==> src/rtl/mmio_tx_fifo_pkg.sv <==
// Shared definitions for the memory-mapped transmit FIFO: register offsets,
// STATUS/CTRL bit positions and a helper that packs the STATUS word.
package mmio_tx_fifo_pkg;

    // Data path width of the core store port and FIFO storage
    localparam int DATA_W = 32;

    // Byte offsets inside the 16-byte register window
    localparam logic [3:0] OFS_DATA   = 4'h0;
    localparam logic [3:0] OFS_STATUS = 4'h4;
    localparam logic [3:0] OFS_CTRL   = 4'h8;
    localparam logic [3:0] OFS_RSVD   = 4'hC;

    // STATUS register layout
    localparam int ST_FULL_BIT  = 0;
    localparam int ST_EMPTY_BIT = 1;
    localparam int ST_OVF_BIT   = 2;
    localparam int ST_COUNT_LSB = 8;
    localparam int ST_COUNT_W   = 8;

    // CTRL register layout
    localparam int CTRL_FLUSH_BIT   = 0;
    localparam int CTRL_CLR_OVF_BIT = 1;
    localparam int CTRL_IRQ_EN_BIT  = 2;

    // Assemble the STATUS word; every bit not named here reads as zero
    function automatic logic [DATA_W-1:0] pack_status(
        input logic                  full,
        input logic                  empty,
        input logic                  ovf,
        input logic [ST_COUNT_W-1:0] count
    );
        logic [DATA_W-1:0] s;
        s                                = {DATA_W{1'b0}};
        s[ST_FULL_BIT]                   = full;
        s[ST_EMPTY_BIT]                  = empty;
        s[ST_OVF_BIT]                    = ovf;
        s[ST_COUNT_LSB +: ST_COUNT_W]    = count;
        return s;
    endfunction

endpackage

==> src/rtl/mmio_tx_fifo_fifo_mem.sv <==
// DEPTH x 32 storage for the transmit FIFO. Synchronous write port,
// asynchronous read at the read pointer so the head word is visible
// without an extra cycle. Contents are intentionally not reset.
module fifo_mem
    import mmio_tx_fifo_pkg::*;
#(
    parameter int DEPTH = 8,
    parameter int AW    = 3
) (
    input  logic              clk,
    input  logic              we,
    input  logic [AW-1:0]     waddr,
    input  logic [DATA_W-1:0] wdata,
    input  logic [AW-1:0]     raddr,
    output logic [DATA_W-1:0] rdata
);

    logic [DATA_W-1:0] mem_r [DEPTH];

    // Capture an accepted push into the slot addressed by the write pointer
    always_ff @(posedge clk) begin
        if (we) begin
            mem_r[waddr] <= wdata;
        end
    end

    assign rdata = mem_r[raddr];

endmodule

==> src/rtl/mmio_tx_fifo.sv <==
// Memory-mapped transmit FIFO on the MIPS data-memory port.
// Decodes a 16-byte window at BASE_ADDR (DATA / STATUS / CTRL / reserved),
// buffers stored words and drains them over a valid/ready handshake.
// Register reads are combinational so single-cycle loads complete in place.
// Optional feature: define MMIO_TX_FIFO_IRQ_EN to add a CTRL irq-enable bit
// and a registered `irq` output that signals "FIFO empty".
module mmio_tx_fifo #(
    parameter int          DEPTH     = 8,
    parameter logic [31:0] BASE_ADDR = 32'hFFFF_FF00
) (
    input  logic        clk,
    input  logic        reset,
    input  logic        memwrite,
    input  logic [31:0] aluout,
    input  logic [31:0] writedata,
    output logic        sel,
    output logic [31:0] readdata,
    output logic [31:0] tx_data,
    output logic        tx_valid,
`ifdef MMIO_TX_FIFO_IRQ_EN
    output logic        irq,
`endif
    input  logic        tx_ready
);

    import mmio_tx_fifo_pkg::*;

    localparam int                 PTR_W   = $clog2(DEPTH);
    localparam int                 CNT_W   = PTR_W + 1;
    localparam logic [CNT_W-1:0]   DEPTH_C = CNT_W'(DEPTH);
    localparam logic [PTR_W-1:0]   PTR_ONE = PTR_W'(1'b1);
    localparam logic [CNT_W-1:0]   CNT_ONE = CNT_W'(1'b1);
    localparam logic [CNT_W-1:0]   CNT_ZERO = {CNT_W{1'b0}};
    localparam logic [PTR_W-1:0]   PTR_ZERO = {PTR_W{1'b0}};

    // Decode and request strobes
    logic              sel_s;
    logic [3:0]        ofs_s;
    logic              wr_data_s;
    logic              wr_ctrl_s;
    logic              flush_s;
    logic              clr_ovf_s;
    logic              pop_s;
    logic              push_ok_s;
    logic              ovf_set_s;
    logic              full_s;
    logic              empty_s;

    // FIFO state
    logic [PTR_W-1:0]  wr_ptr_r;
    logic [PTR_W-1:0]  rd_ptr_r;
    logic [CNT_W-1:0]  count_r;
    logic              ovf_r;

    // Read path
    logic [DATA_W-1:0] head_s;
    logic [DATA_W-1:0] status_s;
    logic [DATA_W-1:0] ctrl_rd_s;
    logic [DATA_W-1:0] readdata_s;
    logic [ST_COUNT_W-1:0] count8_s;

    // Address bits [1:0] and the store data bits with no register meaning
    // are deliberately ignored; fold them here so that is explicit.
    logic              unused_s;
    assign unused_s = ^{aluout[1:0], writedata};

    assign sel_s     = (aluout[31:4] == BASE_ADDR[31:4]);
    assign ofs_s     = {aluout[3:2], 2'b00};
    assign wr_data_s = memwrite & sel_s & (ofs_s == OFS_DATA);
    assign wr_ctrl_s = memwrite & sel_s & (ofs_s == OFS_CTRL);
    assign flush_s   = wr_ctrl_s & writedata[CTRL_FLUSH_BIT];
    assign clr_ovf_s = wr_ctrl_s & writedata[CTRL_CLR_OVF_BIT];

    assign full_s    = (count_r == DEPTH_C);
    assign empty_s   = (count_r == CNT_ZERO);
    assign tx_valid  = ~empty_s;
    assign pop_s     = tx_valid & tx_ready;

    // A full FIFO still takes a push when the head leaves in the same cycle;
    // a flush swallows any same-cycle push without touching overflow.
    assign push_ok_s = wr_data_s & ~flush_s & (~full_s | pop_s);
    assign ovf_set_s = wr_data_s & ~flush_s & full_s & ~pop_s;

    fifo_mem #(
        .DEPTH (DEPTH),
        .AW    (PTR_W)
    ) u_mem (
        .clk   (clk),
        .we    (push_ok_s),
        .waddr (wr_ptr_r),
        .wdata (writedata),
        .raddr (rd_ptr_r),
        .rdata (head_s)
    );

    // Pointer and occupancy bookkeeping; flush wins over push/pop
    always_ff @(posedge clk or negedge reset) begin
        if (!reset) begin
            wr_ptr_r <= PTR_ZERO;
            rd_ptr_r <= PTR_ZERO;
            count_r  <= CNT_ZERO;
        end else if (flush_s) begin
            wr_ptr_r <= PTR_ZERO;
            rd_ptr_r <= PTR_ZERO;
            count_r  <= CNT_ZERO;
        end else begin
            if (push_ok_s) begin
                wr_ptr_r <= wr_ptr_r + PTR_ONE;
            end else begin
                wr_ptr_r <= wr_ptr_r;
            end
            if (pop_s) begin
                rd_ptr_r <= rd_ptr_r + PTR_ONE;
            end else begin
                rd_ptr_r <= rd_ptr_r;
            end
            case ({push_ok_s, pop_s})
                2'b10:   count_r <= count_r + CNT_ONE;
                2'b01:   count_r <= count_r - CNT_ONE;
                default: count_r <= count_r;
            endcase
        end
    end

    // Sticky overflow flag; a set in the same cycle as a clear wins
    always_ff @(posedge clk or negedge reset) begin
        if (!reset) begin
            ovf_r <= 1'b0;
        end else if (ovf_set_s) begin
            ovf_r <= 1'b1;
        end else if (clr_ovf_s) begin
            ovf_r <= 1'b0;
        end else begin
            ovf_r <= ovf_r;
        end
    end

`ifdef MMIO_TX_FIFO_IRQ_EN
    logic irq_en_r;
    logic irq_r;

    // Interrupt enable follows bit2 of every CTRL write
    always_ff @(posedge clk or negedge reset) begin
        if (!reset) begin
            irq_en_r <= 1'b0;
        end else if (wr_ctrl_s) begin
            irq_en_r <= writedata[CTRL_IRQ_EN_BIT];
        end else begin
            irq_en_r <= irq_en_r;
        end
    end

    // Registered "FIFO drained" interrupt, one cycle behind its conditions
    always_ff @(posedge clk or negedge reset) begin
        if (!reset) begin
            irq_r <= 1'b0;
        end else begin
            irq_r <= empty_s & irq_en_r;
        end
    end

    assign irq = irq_r;

    // CTRL read-back exposes only the irq enable
    always_comb begin
        ctrl_rd_s                  = {DATA_W{1'b0}};
        ctrl_rd_s[CTRL_IRQ_EN_BIT] = irq_en_r;
    end
`else
    // Without the interrupt option CTRL reads back as zero
    always_comb begin
        ctrl_rd_s = {DATA_W{1'b0}};
    end
`endif

    // Count is zero-extended into an 8-bit STATUS field
    assign count8_s = ST_COUNT_W'(count_r);
    assign status_s = pack_status(full_s, empty_s, ovf_r, count8_s);

    // Register read mux; anything outside the window or unreadable is zero
    always_comb begin
        readdata_s = {DATA_W{1'b0}};
        if (sel_s) begin
            case (ofs_s)
                OFS_DATA:   readdata_s = {DATA_W{1'b0}};
                OFS_STATUS: readdata_s = status_s;
                OFS_CTRL:   readdata_s = ctrl_rd_s;
                OFS_RSVD:   readdata_s = {DATA_W{1'b0}};
                default:    readdata_s = {DATA_W{1'b0}};
            endcase
        end else begin
            readdata_s = {DATA_W{1'b0}};
        end
    end

    assign sel      = sel_s;
    assign readdata = readdata_s;
    // Head word is only presented while something is queued
    assign tx_data  = empty_s ? {DATA_W{1'b0}} : head_s;

endmodule

==> config.mk <==
export PLATFORM = sky130hd
export DESIGN_NAME = mmio_tx_fifo
export DESIGN_NICKNAME = d
export VERILOG_FILES = /design/src/rtl/mmio_tx_fifo_pkg.sv /design/src/rtl/mmio_tx_fifo_fifo_mem.sv /design/src/rtl/mmio_tx_fifo.sv
export SDC_FILE = /design/constraint.sdc
export NUM_CORES = 1
export LEC_CHECK = 0
export ABC_CLOCK_PERIOD_IN_PS = 5100
export CELL_PAD_IN_SITES_DETAIL_PLACEMENT = 1
export CELL_PAD_IN_SITES_GLOBAL_PLACEMENT = 1
export CORE_ASPECT_RATIO = 1.5
export CORE_MARGIN = 2
export CORE_UTILIZATION = 48
export CTS_CLUSTER_DIAMETER = 80
export DETAILED_ROUTE_END_ITERATION = 8
export PLACE_DENSITY = 0.76
export SYNTH_ARGS = -nofsm -noshare
export SYNTH_HDL_FRONTEND = slang
export SYNTH_HIERARCHICAL = 1
export SYNTH_SLANG_ARGS = --single-unit
==> constraint.sdc <==
create_clock -name clk -period 5.1 [get_ports clk]
set_input_delay 0.765 -clock clk [delete_from_list [all_inputs] [get_ports clk]]
set_output_delay 0.765 -clock clk [all_outputs]
set_load 0.02 [all_outputs]
==> results.cfg <==
[worst_setup_path]
r2r-end = count_r[3]
cp-startpoint = aluout[5]
r2r_slack_ns = 2.28
rr_worst_depth = 10
critPathCaptureType = primary output
cp_max_fo = 7
crit_end = readdata[0]
setup.worst_path.start_class = input pin
worstPathRequired_ns = 4.34
crit-reg2reg-launch = count_r[1]
arrival_ns = 3.50
criticalPathCategory = in2out

[clock_network]
clock_path_buffers = 3
root_buffer = clkbuf_16
ctsHoldBuffers = 0
cts_tree = done
cts_made_buffers = 24
clock_sinks = 267
clock_latency_ns = 0.52
htree_levels = 1
clk_pin_slew_ns = 0.07
cts_setup_buffers = 0
postCtsResizedCells = 0

[route]
met1_length_mm = 9.25
routed_via_density = 5.71
drt.antenna.violating_nets = 0
drt_iter0_markers = 323
wl_met3_um = 947
routed_wl_mm = 23.8
vias = 5534
wl_per_cell_um = 24.5
highest-signal-layer = met5
dr.pass1.iters = 4
wl_met2_mm = 13.2
drc = 0

[timing]
setup_slack_ns = 0.833
hold_viol = 0
grt_setup_unrepaired = no
worst_hold_slack_ns = 0.561
finalSetupTns_ns = 0
fmax_mhz = 234
setup_viol = 0
fin_skew_ns = 0.00852
period_needed_ns = 4.27
period_share = 0.837
finalMaxSlewViolations = 0
worst-slew-pin-transition_ns = 1.05
slew_headroom = 0.300

[cells_and_area]
drive_gt1_frac = 0.182
syn2layout_area_growth_pct = 19.3
layout.nets = 743

[synth]
syn_inst = 548
yosysTopAreaCell = edfxtp_1
avgSynthCellArea_um2 = 20.3
ys_seq_area_frac = 0.716
synth_cell_types = 44
synth.most_common_cell = edfxtp_1
yosys-top-cells-count = edfxtp_1, mux4_1, and2_1, mux2_2, buf_4
ys_ff_latch = 267
ys.flop_type = edfxtp_1
synthTopCellsByArea = edfxtp_1, mux4_1, mux4_2, mux2_2, dfrtp_1
netlist.area_leader.share = 0.691
postSynth.asyncResetShare = 0.0412
yosysWarningCount = 6
synth_enable_flop_cells = 256
netlist_area_mm2 = 0.0111

[global_route]
grt_overflow_total = 0
grt_pass1_wl_mm = 36.2
grt_max_degree = 66
grt_antenna_before_repair = 2
grt_pass1_vias = 6073
grt_use_total = 0.200

[power_and_ir_drop]
leakage_nw = 4.35
ir_worst_vdd_uv = 306
pwr_density_cell_mw_per_mm2 = 321

[run_status]
status = finished, final reports clean

[placed_design]
place_hpwl_mm = 14.1
pre_cts_ws_ns = 0.810
gp_congestion = 0.759
port_buffers = 106

[run]
drv_cap = 0

[die]
die_y_um = 190
die_area_mm2 = 0.0244
fp-row-count = 68
ios = 134
initial_core_util = 0.486
die_x_um = 128
core-area_mm2 = 0.0229

[hold_path]
hold_path_class = reg2reg
worst min path at each step:
stage / from / end / cells past startpoint
global route: count_r[3] / count_r[3] / 2
CTS: count_r[3] / count_r[3] / 2
floorplan: reset / count_r[0] / 0
finish: count_r[3] / count_r[3] / 2
global placement: count_r[3] / count_r[3] / 2
detailed placement: count_r[3] / count_r[3] / 2
metal layers:
| layer | track usage | vias to the layer above |
|---|---|---|
| li1 | - | 2434 |
| met1 | 0.245 | 2931 |
| met2 | 0.363 | 142 |
| met3 | 0.0253 | 25 |
| met4 | 0.0685 | 2 |
| met5 | 0 | - |
report_power, final:
part / internal (mW) / total, mW / switching [mW]
clock network: 0.992 / 1.76 / 0.769
registers: 2.40 / 2.40 / 0.0000823
logic: 0.0467 / 0.0995 / 0.0529
stage by stage:
stage                     utilization  total power, mW  std cells  instance area [um^2]
final                           0.580             4.26        969                 13300
after global routing            0.580             4.38        969                 13300
after CTS                       0.580             4.30        968                 13300
after detailed placement        0.546             2.55        924                 12500
after global placement          0.546             2.54        924                 12500
after floorplan                     -             2.48        572                 11200
flip-flops by register name, indices dropped and copies added (netlist names):
| signal | count |
|---|---|
| u_mem/mem_r | 256 |
| wr_ptr_r | 3 |
| count_r | 4 |
| ovf_r | 1 |
| rd_ptr_r | 3 |
cell type report:
cell class | count | area, um^2
diodes | 1 | 2.50
clock buffers | 25 | 626
clock inverters | 19 | 143
fillers | 1987 | 9610
inverters | 7 | 26.3
multi-input cells | 248 | 2930
flip-flops and latches | 267 | 7970
well taps | 280 | 350
repair buffers | 122 | 1230
cells in the final DEF (no fill, tap or decap), types with 2 or more instances in the layout:
cell type / n
mux2i_1: 7
nor3_1: 3
dfrtp_1: 8
bufinv_16: 2
and2_1: 33
dfrtp_2: 2
edfxtp_1: 256
mux4_2: 24
clkinv_2: 8
nor2_1: 15
nand2b_1: 5
ha_1: 4
inv_1: 7
nor3_2: 3
clkdlybuf4s50_1: 106
nor2_4: 6
clkinv_1: 7
conb_1: 25
buf_4: 12
nand4_1: 7
mux4_1: 40
xnor2_1: 3
and4_1: 2
mux2_2: 32
a21oi_1: 3
nand2_1: 16
buf_12: 4
clkbuf_16: 25
critical path, stage by stage:
cell	delay (ns)
clkdlybuf4s50_1	0.40
or4b_4	0.55
nor4_4	0.43
nand4_1	0.36
nor2_1	0.22
and3_1	0.18
clkdlybuf4s50_1	0.60
cells by family (layout without fill, tap and decap cells):
group                      count (synthesis)  in the layout  share of synthesized area
DFF                                      267            267                      0.716
muxes                                    103            103                      0.182
and+or+nand+nor                          103            103                     0.0533
buffers and inverters                     57            173                     0.0340
AOI/OAI and AO/OA                          8              8                    0.00529
adders and majority gates                  5              5                    0.00630
xor gates and xnor gates                   4              4                    0.00315
other                                      1             26                   0.000337
(Power assumes the default switching activity.)
